[config.mk]
export PLATFORM = sky130hd
export DESIGN_NAME = boreal_ai_mailbox_flat
export DESIGN_NICKNAME = d
export VERILOG_FILES = /design/src/rtl/boreal_ai_mailbox_pkg.sv /design/src/rtl/boreal_ai_mailbox_if.sv /design/src/rtl/boreal_ai_mailbox_slot.sv /design/src/rtl/boreal_ai_mailbox.sv /design/src/flat_wrapper.sv
export SDC_FILE = /design/constraint.sdc
export NUM_CORES = 2
export LEC_CHECK = 0
export BUFFER_PORTS_ARGS = -buffer_cell sky130_fd_sc_hd__buf_4
export CELL_PAD_IN_SITES_DETAIL_PLACEMENT = 1
export CELL_PAD_IN_SITES_GLOBAL_PLACEMENT = 1
export CORE_ASPECT_RATIO = 1.25
export CORE_UTILIZATION = 40
export CTS_CLUSTER_SIZE = 20
export DETAILED_ROUTE_END_ITERATION = 10
export PLACE_DENSITY = 0.64
export SETUP_SLACK_MARGIN = 0.05
export SYNTH_ARGS = -nofsm -noshare
export SYNTH_HDL_FRONTEND = slang
export SYNTH_SLANG_ARGS = --single-unit
[constraint.sdc]
create_clock -name clk -period 4 [get_ports clk]
set_clock_uncertainty 0.1 [all_clocks]
set_input_delay 0.8 -clock clk [delete_from_list [all_inputs] [get_ports clk]]
set_output_delay 0.8 -clock clk [all_outputs]
set_load 0.05 [all_outputs]
[src/rtl/boreal_ai_mailbox_pkg.sv]
// Shared definitions for the AI mailbox: MMIO register map, CTRL bit layout and helpers.
package boreal_ai_mailbox_pkg;

  localparam int MB_SLOT_WORDS = 16;
  localparam int MB_SLOT_IDX_W = 4;
  localparam int MB_SEQ_W      = 16;

  localparam logic [31:0] MB_MMIO_BASE = 32'h1002_0000;

  localparam logic [11:0] MB_OFF_CTRL   = 12'h000;
  localparam logic [11:0] MB_OFF_STATUS = 12'h004;
  localparam logic [11:0] MB_OFF_SEQ0   = 12'h008;
  localparam logic [11:0] MB_OFF_SEQ1   = 12'h00C;
  localparam logic [11:0] MB_OFF_REJECT = 12'h010;
  localparam logic [11:0] MB_OFF_SLOT0  = 12'h100;
  localparam logic [11:0] MB_OFF_SLOT1  = 12'h140;

  localparam int MB_CTRL_COMMIT0    = 0;
  localparam int MB_CTRL_COMMIT1    = 1;
  localparam int MB_CTRL_CLEAR_ALL  = 2;
  localparam int MB_CTRL_CLEAR_CONS = 3;

  typedef enum logic [2:0] {
    MB_REG_NONE,
    MB_REG_CTRL,
    MB_REG_STATUS,
    MB_REG_SEQ0,
    MB_REG_SEQ1,
    MB_REG_REJECT,
    MB_REG_SLOT
  } mb_reg_e;

  // Counter add that sticks at all-ones instead of wrapping.
  function automatic logic [31:0] mb_sat_add(input logic [31:0] cnt, input logic [1:0] inc);
    logic [32:0] sum;
    sum = {1'b0, cnt} + {31'b0, inc};
    return sum[32] ? 32'hFFFF_FFFF : sum[31:0];
  endfunction

endpackage

[src/rtl/boreal_ai_mailbox_if.sv]
// Host MMIO bus of the mailbox; the host drives requests, the mailbox answers combinationally.
interface boreal_ai_mailbox_if;
  import boreal_ai_mailbox_pkg::*;

  logic        sel;
  logic        wr;
  logic [31:0] addr;
  logic [31:0] wdata;
  logic [31:0] rdata;
  logic        ack;

  modport master (output sel, output wr, output addr, output wdata, input rdata, input ack);
  modport slave  (input sel, input wr, input addr, input wdata, output rdata, output ack);
endinterface

[src/rtl/boreal_ai_mailbox_slot.sv]
// One mailbox slot: word store, valid/consumed flags and commit sequence counter.
module boreal_mb_slot
  import boreal_ai_mailbox_pkg::*;
#(
  parameter int SLOT_WORDS = MB_SLOT_WORDS,
  parameter int SLOT_IDX_W = MB_SLOT_IDX_W,
  parameter int SEQ_W      = MB_SEQ_W
) (
  input  logic                  clk,
  input  logic                  rst_n,
  input  logic                  we,
  input  logic [SLOT_IDX_W-1:0] widx,
  input  logic [31:0]           wdata,
  input  logic                  commit,
  input  logic                  ack,
  input  logic                  clear_all,
  input  logic                  clear_cons,
  input  logic [SLOT_IDX_W-1:0] vm_idx,
  output logic [31:0]           vm_data,
  input  logic [SLOT_IDX_W-1:0] host_idx,
  output logic [31:0]           host_data,
  output logic                  valid,
  output logic                  consumed,
  output logic [SEQ_W-1:0]      seq,
  output logic                  reject
);

  logic [31:0]      words_q [SLOT_WORDS];
  logic [31:0]      words_d [SLOT_WORDS];
  logic             valid_q, valid_d;
  logic             consumed_q, consumed_d;
  logic [SEQ_W-1:0] seq_q, seq_d;

  // A word write and a commit come from different MMIO offsets, so at most one rejects per cycle.
  always_comb begin
    words_d    = words_q;
    valid_d    = valid_q;
    consumed_d = consumed_q;
    seq_d      = seq_q;
    reject     = 1'b0;

    if (we) begin
      if (valid_q) reject = 1'b1;
      else         words_d[widx] = wdata;
    end

    if (clear_all) begin
      valid_d    = 1'b0;
      consumed_d = 1'b0;
    end else begin
      if (clear_cons) consumed_d = 1'b0;
      if (ack && valid_q) begin
        valid_d    = 1'b0;
        consumed_d = 1'b1;
      end
      // Judged against the pre-edge flag, so an ack in the same cycle cannot make room.
      if (commit) begin
        if (valid_q) begin
          reject = 1'b1;
        end else begin
          valid_d    = 1'b1;
          seq_d      = seq_q + SEQ_W'(1);
          consumed_d = 1'b0;
        end
      end
    end
  end

  always_ff @(posedge clk or negedge rst_n) begin
    if (!rst_n) begin
      valid_q    <= 1'b0;
      consumed_q <= 1'b0;
      seq_q      <= '0;
      for (int i = 0; i < SLOT_WORDS; i++) words_q[i] <= '0;
    end else begin
      valid_q    <= valid_d;
      consumed_q <= consumed_d;
      seq_q      <= seq_d;
      words_q    <= words_d;
    end
  end

  assign vm_data   = words_q[vm_idx];
  assign host_data = words_q[host_idx];
  assign valid     = valid_q;
  assign consumed  = consumed_q;
  assign seq       = seq_q;

endmodule

[src/rtl/boreal_ai_mailbox.sv]
// Host-to-VM mailbox: two committed input slots, MMIO register file and reject accounting.
module boreal_ai_mailbox
  import boreal_ai_mailbox_pkg::*;
#(
  parameter int SLOT_WORDS = MB_SLOT_WORDS,
  parameter int SLOT_IDX_W = MB_SLOT_IDX_W,
  parameter int SEQ_W      = MB_SEQ_W
) (
  input  logic                  clk,
  input  logic                  rst_n,
  boreal_ai_mailbox_if.slave    mmio,
  input  logic [SLOT_IDX_W-1:0] mb_rd_idx,
  input  logic                  mb_rd_slot,
  output logic [31:0]           mb_rd_data,
  output logic                  mb_slot0_valid,
  output logic                  mb_slot1_valid,
  input  logic                  mb_slot0_ack,
  input  logic                  mb_slot1_ack,
  output logic                  irq_consumed
);

  logic [11:0]         off;
  logic [11:0]         slot_off;
  logic [SLOT_IDX_W:0] slot_word;
  logic                slot_hit;
  mb_reg_e             reg_sel;
  logic                wr_en;
  logic                ctrl_wr;
  logic [21:0]         unused_addr;

  logic [1:0]       slot_we;
  logic [1:0]       slot_commit;
  logic [1:0]       slot_ack;
  logic [1:0]       slot_valid;
  logic [1:0]       slot_consumed;
  logic [1:0]       slot_reject;
  logic [31:0]      vm_data   [2];
  logic [31:0]      host_data [2];
  logic [SEQ_W-1:0] slot_seq  [2];

  logic [31:0] reject_cnt_q, reject_cnt_d;

  assign off         = mmio.addr[11:0];
  assign slot_off    = off - MB_OFF_SLOT0;
  assign slot_word   = slot_off[SLOT_IDX_W+2:2];
  assign slot_hit    = (off >= MB_OFF_SLOT0) && (slot_off[11:SLOT_IDX_W+3] == '0);
  assign unused_addr = {mmio.addr[31:12], slot_off[1:0]};

  always_comb begin
    reg_sel = MB_REG_NONE;
    if (slot_hit) begin
      reg_sel = MB_REG_SLOT;
    end else begin
      case (off)
        MB_OFF_CTRL:   reg_sel = MB_REG_CTRL;
        MB_OFF_STATUS: reg_sel = MB_REG_STATUS;
        MB_OFF_SEQ0:   reg_sel = MB_REG_SEQ0;
        MB_OFF_SEQ1:   reg_sel = MB_REG_SEQ1;
        MB_OFF_REJECT: reg_sel = MB_REG_REJECT;
        default:       reg_sel = MB_REG_NONE;
      endcase
    end
  end

  assign wr_en   = mmio.sel & mmio.wr;
  assign ctrl_wr = wr_en && (reg_sel == MB_REG_CTRL);
  assign slot_ack = {mb_slot1_ack, mb_slot0_ack};

  for (genvar gi = 0; gi < 2; gi++) begin : g_slot
    assign slot_we[gi]     = wr_en && (reg_sel == MB_REG_SLOT) && (slot_word[SLOT_IDX_W] == 1'(gi));
    assign slot_commit[gi] = ctrl_wr && mmio.wdata[MB_CTRL_COMMIT0 + gi];

    boreal_mb_slot #(
      .SLOT_WORDS (SLOT_WORDS),
      .SLOT_IDX_W (SLOT_IDX_W),
      .SEQ_W      (SEQ_W)
    ) u_slot (
      .clk        (clk),
      .rst_n      (rst_n),
      .we         (slot_we[gi]),
      .widx       (slot_word[SLOT_IDX_W-1:0]),
      .wdata      (mmio.wdata),
      .commit     (slot_commit[gi]),
      .ack        (slot_ack[gi]),
      .clear_all  (ctrl_wr && mmio.wdata[MB_CTRL_CLEAR_ALL]),
      .clear_cons (ctrl_wr && mmio.wdata[MB_CTRL_CLEAR_CONS]),
      .vm_idx     (mb_rd_idx),
      .vm_data    (vm_data[gi]),
      .host_idx   (slot_word[SLOT_IDX_W-1:0]),
      .host_data  (host_data[gi]),
      .valid      (slot_valid[gi]),
      .consumed   (slot_consumed[gi]),
      .seq        (slot_seq[gi]),
      .reject     (slot_reject[gi])
    );
  end

  // Both slots can reject in one CTRL write, hence a two-bit increment.
  always_comb begin
    reject_cnt_d = mb_sat_add(reject_cnt_q, {1'b0, slot_reject[0]} + {1'b0, slot_reject[1]});
  end

  always_ff @(posedge clk or negedge rst_n) begin
    if (!rst_n) reject_cnt_q <= '0;
    else        reject_cnt_q <= reject_cnt_d;
  end

  always_comb begin
    mmio.rdata = '0;
    case (reg_sel)
      MB_REG_STATUS: mmio.rdata = {28'b0, slot_consumed[1], slot_consumed[0], slot_valid[1], slot_valid[0]};
      MB_REG_SEQ0:   mmio.rdata = 32'(slot_seq[0]);
      MB_REG_SEQ1:   mmio.rdata = 32'(slot_seq[1]);
      MB_REG_REJECT: mmio.rdata = reject_cnt_q;
      MB_REG_SLOT:   mmio.rdata = host_data[slot_word[SLOT_IDX_W]];
      default:       mmio.rdata = '0;
    endcase
  end

  assign mmio.ack       = mmio.sel;
  assign mb_rd_data     = vm_data[mb_rd_slot];
  assign mb_slot0_valid = slot_valid[0];
  assign mb_slot1_valid = slot_valid[1];
  assign irq_consumed   = |slot_consumed;

endmodule

[src/flat_wrapper.sv]
// flat-port wrapper written by rule: the top's interface ports become plain ports
module boreal_ai_mailbox_flat import boreal_ai_mailbox_pkg::*;
#(
  parameter int SLOT_WORDS = MB_SLOT_WORDS,
  parameter int SLOT_IDX_W = MB_SLOT_IDX_W,
  parameter int SEQ_W      = MB_SEQ_W
)
  (clk, rst_n, mb_rd_idx, mb_rd_slot, mb_rd_data, mb_slot0_valid, mb_slot1_valid, mb_slot0_ack, mb_slot1_ack, irq_consumed, mmio_sel, mmio_wr, mmio_addr, mmio_wdata, mmio_rdata, mmio_ack);
  boreal_ai_mailbox_if mmio_i ();
  input  logic clk;
  input  logic rst_n;
  input  logic [SLOT_IDX_W-1:0] mb_rd_idx;
  input  logic mb_rd_slot;
  output logic [31:0] mb_rd_data;
  output logic mb_slot0_valid;
  output logic mb_slot1_valid;
  input  logic mb_slot0_ack;
  input  logic mb_slot1_ack;
  output logic irq_consumed;
  input wire logic [$bits(mmio_i.sel)-1:0] mmio_sel;
  input wire logic [$bits(mmio_i.wr)-1:0] mmio_wr;
  input wire logic [$bits(mmio_i.addr)-1:0] mmio_addr;
  input wire logic [$bits(mmio_i.wdata)-1:0] mmio_wdata;
  output wire logic [$bits(mmio_i.rdata)-1:0] mmio_rdata;
  output wire logic [$bits(mmio_i.ack)-1:0] mmio_ack;
  assign mmio_i.sel = mmio_sel;
  assign mmio_i.wr = mmio_wr;
  assign mmio_i.addr = mmio_addr;
  assign mmio_i.wdata = mmio_wdata;
  assign mmio_rdata = mmio_i.rdata;
  assign mmio_ack = mmio_i.ack;
  boreal_ai_mailbox #(.SLOT_WORDS(SLOT_WORDS), .SLOT_IDX_W(SLOT_IDX_W), .SEQ_W(SEQ_W)) u_core (.clk(clk), .rst_n(rst_n), .mmio(mmio_i), .mb_rd_idx(mb_rd_idx), .mb_rd_slot(mb_rd_slot), .mb_rd_data(mb_rd_data), .mb_slot0_valid(mb_slot0_valid), .mb_slot1_valid(mb_slot1_valid), .mb_slot0_ack(mb_slot0_ack), .mb_slot1_ack(mb_slot1_ack), .irq_consumed(irq_consumed));
endmodule
# == Word-level counts from Yosys, hierarchy flattened ==
# Index checks and enable logic that the tools add are counted.
# word_totals
regBits,1092
latchBits,0
ram_bits,0
mem_bits_ro,0
in_bits,75
memories,0
# op_classes
n_addsub,5
multipliers,0
div,0
order_cmp,6
eq_ne,10
shifts,0
n_mux,54
n_bitwise,9
n_reduce_logical,19
# ops
op,n
bitwise mux 512 bit,2
binary-select mux 32 bit (select 4 bit),4
2-to-1 mux 32 bit,16
one-hot mux 32 bit (5 select lines),1
demux 32 bit (select 4 bit),1
adder 32 x 2 -> 33 bit,1
adder 16 x 1 -> 16 bit (second input constant),2
2-to-1 mux 1 bit,28
== test 12 x 4 -> 1 bit (second input constant),2
one-hot mux 3 bit (5 select lines),1
== test 12 x 3 -> 1 bit (second input constant),1
== test 12 x 5 -> 1 bit (second input constant),1
>= comparator 12 x 9 -> 1 bit (second input constant),1
logical AND 1 bit,12
zero test 12 bit,1
subtractor 12 x 9 -> 12 bit (second input constant),1
>= comparator 5 bit (second input constant),2
inverter 4 -> 5 bit,2
== test 3 bit (second input constant),3
== test 3 x 2 -> 1 bit (second input constant),2
AND reduction 3 bit,2
zero test 5 bit,1
< comparator 5 x 1 -> 1 bit (second input constant),1
>= comparator 2 bit (second input constant),2
other kinds (8),13

# == Logic depth before layout (Yosys ltp) ==
# depth
word_depth,14
mapped_depth,16
ltp_nobuf,15

# == By module ==
# A second synthesis with hierarchy kept.
# hier_totals
hier_cells,3846
hier_area_um2,58073.2
# modules_own_cells
mod,instances,cells_each,area_per_inst_um2,seq_area_each_um2
boreal_mb_slot at u_core.g_slot[1].u_slot,1,1746,27641.5,13262.7
boreal_mb_slot at u_core.g_slot[0].u_slot,1,1741,27297.4,13262.7
boreal_ai_mailbox,1,359,3134.3,800.8

# == Least setup slack after synthesis ==
# No wires, ideal clock.
# synth_path
kind,input to output
from,input mmio_addr[8]
to,output mmio_rdata[16]
arrival_time_ps,3476
t_required_ps,3100
path_slack_ps,-376
path_stages,7
n_path_buf,0
cell_sequence,inv_1 > ha_1 > or3b_2 > or2_1 > nor4_4 > nand4_1 > o21ai_0
# synth_between
elab_chain_cells,6
elab_cells_between_ends,17
classes_between,add/sub: 1; order compare: 1; eq/ne: 9; mux: 3; reduce/logical: 3
# synth_lines
element,line,source
"start, declared",flat_wrapper.sv:22,input wire logic [$bits(mmio_i.addr)-1:0] mmio_addr;
subtractor 12 x 9 -> 12 bit,boreal_ai_mailbox.sv:44,assign slot_off = off - MB_OFF_SLOT0;
zero test 5 bit,boreal_ai_mailbox.sv:46,assign slot_hit = (off >= MB_OFF_SLOT0) && (slot_off[11:SLOT_IDX_W+3] == '0);
logical AND 1 bit,boreal_ai_mailbox.sv:46,
2-to-1 mux 3 bit (*),boreal_ai_mailbox.sv:51,if (slot_hit) begin
== test 3 bit or == test 3 x 2 -> 1 bit (tied branches),boreal_ai_mailbox.sv:110,case (reg_sel)
one-hot mux 32 bit (5 select lines) (*),boreal_ai_mailbox.sv:110,
"end, declared",flat_wrapper.sv:24,output wire logic [$bits(mmio_i.rdata)-1:0] mmio_rdata;
# Every way passes the cells marked *; elsewhere a longest branch is shown, timed or not.

# == Worst setup path in the final report ==
# layout_path
from,input mmio_addr[11]
to,output mmio_rdata[13]
# The elaborated chain is that of the path after synthesis.

==> flow_summary.ini <==
[place]
place_hpwl_um = 129400
place_congestion = 0.8515
postPlaceCellArea_sq_um = 64560
placed_cells = 5789
port_buffers = 122
place_ws_ps = -226.5

[detailed_routing]
totalWireLength_um = 201700
drtAntennaViolNets = 0
firstDrtPassIters = 5
drt_iter0_drc = 2762
drc = 0
via_count = 37376
via_per_inst = 6.201
routedWlPerCell_um = 33.47

[yosys]
synth_flop_cell = dfrtp_1
yosysMostFrequentCell = dfrtp_1
syn_avg_cell_area_sq_um = 15.49
synth_top_area_cell = dfrtp_1
yosys_warnings = 0
seq_area_frac_synth = 0.4691
synth_nets = 3842
yosys_register_bits = 1092
async_reset_ff_frac = 1.000
synthDistinctLibCells = 67
syn_area_sq_um = 58260
netlist.area_leader.share = 0.4691
ys_top_cells_by_count = 1092 x dfrtp_1, 1003 x mux2_2, 578 x mux4_2, 188 x clkbuf_1, 134 x buf_2
synthCells = 3761
synth_edf_count = 0
synth.area.top_cells = dfrtp_1 47%, mux4_2 22%, mux2_2 19%

[setup_path]
cp_max_fo = 9
startpoint_type = input port
arrival_ps = 3050
cp-end-kind = primary output
cp.required_ps = 3100
worst-setup-path-type = in -> out

[global_route]
grt_pass1_wl_um = 294900
grt_max_degree = 87
track_usage = 0.2774
grt_pass1_vias = 40596
antenna_found_initial = 7
grt-ovfl-total = 0

[power]
ir_drop_mv = 0.3202
powerDensity_nw_per_um2 = 352.1
power_leakage_uw = 0.03173

[clock_network]
cts.root.buffer_cell = clkbuf_16
cts.htree.levels = 3
cts.sinks = 1092
cts_buffer_depth = 3
cts_tree = done
cts.clk_slew.worst_paths_ps = 60
cts_made_buffers = 116
clk-insertion-delay-late_ps = 720

[cells_and_area]
drive_above_1_share = 0.5863
final-seq-area_sq_um = 27330
fillers = 13714
nets = 4119
multi_input_area_sq_um = 29740
final_cells = 6027
area.growth.synth_to_final_pct = 18.67
final_cell_area_sq_um = 69130

[sta]
worst_slack_ps = 48.99
setup_violations = 0
min_period_over_period = 0.9878
setup-tns-final_ps = 0
period_needed_ps = 3951
timing.hold.ws_ps = 204.9
rsz0062_at_grt = yes
tightest_slew_ps = 852.0
fmax_ghz = 0.2531
finalHoldViolations = 0
drv_slew = 0
slew_headroom = 0.4320

[status]
status = finished clean

[worst_hold_path]
holdCritPathClass = in -> reg

[die]
fp.dieArea_sq_um = 147200
die_w_um = 343.3
core-area_sq_um = 144600
start_util = 0.4028
rows = 156
ios = 143
die_height_um = 428.7

[flow_run]
maxCapViolations = 0
placed cells by master (no fill, tap or decap), types with 30 or more instances in the layout:
master / n
nor2_4: 30
o22ai_1: 38
buf_12: 110
nand3_1: 40
nor2_1: 36
dfrtp_1: 1092
buf_4: 392
clkbuf_1: 30
mux2_2: 1003
nand2_1: 83
clkbuf_16: 120
mux2_1: 71
mux4_2: 578
flip-flops by register name, summed over array words and instances (netlist names):
signal	flops
u_core.reject_cnt_q	32
u_core.g_slot.u_slot.words_q	1024
u_core.g_slot.u_slot.valid	2
u_core.g_slot.u_slot.seq	32
u_core.g_slot.u_slot.consumed	2
what timing repair did:
action                                  in CTS  in global routing
resized for setup                           46                 30
buffers inserted                             2                 20
hold buffers                                 1                  0
endpoints found under the setup margin      29                 31
pin swaps                                    4                  2
gates cloned                                 0                  4
endpoints found under the hold margin       14                  0
metrics by stage:
step           utilization  total power (uW)
5_1_grt             0.4780             25060
6_report            0.4780             24340
3_3_place_gp        0.4464             13290
2_1_floorplan            -             12310
4_1_cts             0.4751             24530
3_5_place_dp        0.4464             13320
power breakdown:
part | total (uW) | internal [uW] | leakage [uW] | switching [uW]
clock | 11200 | 6440 | 0.00191 | 4730
combinational | 1950 | 775 | 0.0146 | 1180
sequential | 11200 | 11100 | 0.0152 | 70.9
cells by family (layout without fill, tap and decap cells):
kind of cell | after synthesis | after routing | share of synthesized area
adder cells (fa/ha/maj) | 6 | 6 | 0.001417
AND/OR/NAND/NOR | 340 | 340 | 0.03183
flip-flops | 1092 | 1092 | 0.4691
buffers and inverters | 395 | 763 | 0.03116
other | 0 | 2 | 0
multiplexers | 1681 | 1681 | 0.4360
XOR/XNOR | 50 | 50 | 0.007517
AO/OA/AOI/OAI | 197 | 197 | 0.02300
critical path, stage by stage:
cell and delay, ps:
buf_4 110, or4_4 570, buf_6 150, or2_4 240, or4_4 600, a21oi_1 220, a211o_1 150, buf_4 200
worst paths after layout:
| check | from | endpoint | slack [ps] | cells past startpoint |
|---|---|---|---|---|
| setup / recovery | mmio_addr[11] | mmio_rdata[13] | 50 | 8 |
| hold / removal | mb_slot1_ack | u_core.g_slot[1].u_slot.valid | 200 | 2 |
| setup reg to reg | u_core.g_slot[0].u_slot.valid | u_core.reject_cnt_q[18] | 1200 | 10 |
| hold reg to reg | u_core.g_slot[0].u_slot.seq[15] | u_core.g_slot[0].u_slot.seq[15] | 380 | 1 |
| max in group asynchronous | rst_n | u_core.g_slot[1].u_slot.words_q[217] | 2050 | 3 |
| min in group asynchronous | rst_n | u_core.g_slot[0].u_slot.words_q[506] | 590 | 2 |
metal layers:
| metal | wire length [um] | part of all wire | global-route usage | vias up |
|---|---|---|---|---|
| met1 | 81720 | 0.41 | 0.3656 | 20708 |
| li1 | - | - | - | 15159 |
| met5 | 47 | 0.00023 | 0 | - |
| met4 | 9517 | 0.047 | 0.1207 | 8 |
| met2 | 99950 | 0.50 | 0.4533 | 1109 |
| met3 | 10500 | 0.052 | 0.04300 | 392 |
layout make-up:
type,instances,area share
diodes,2,0.00007239
clock buffers,175,0.04939
clock inverters,34,0.006805
inverters,19,0.001068
multi-input cells,2274,0.4302
flip-flops and latches,1092,0.3953
well taps,1896,0.03431
repair buffers,535,0.08291
(Power assumes the default switching activity.)
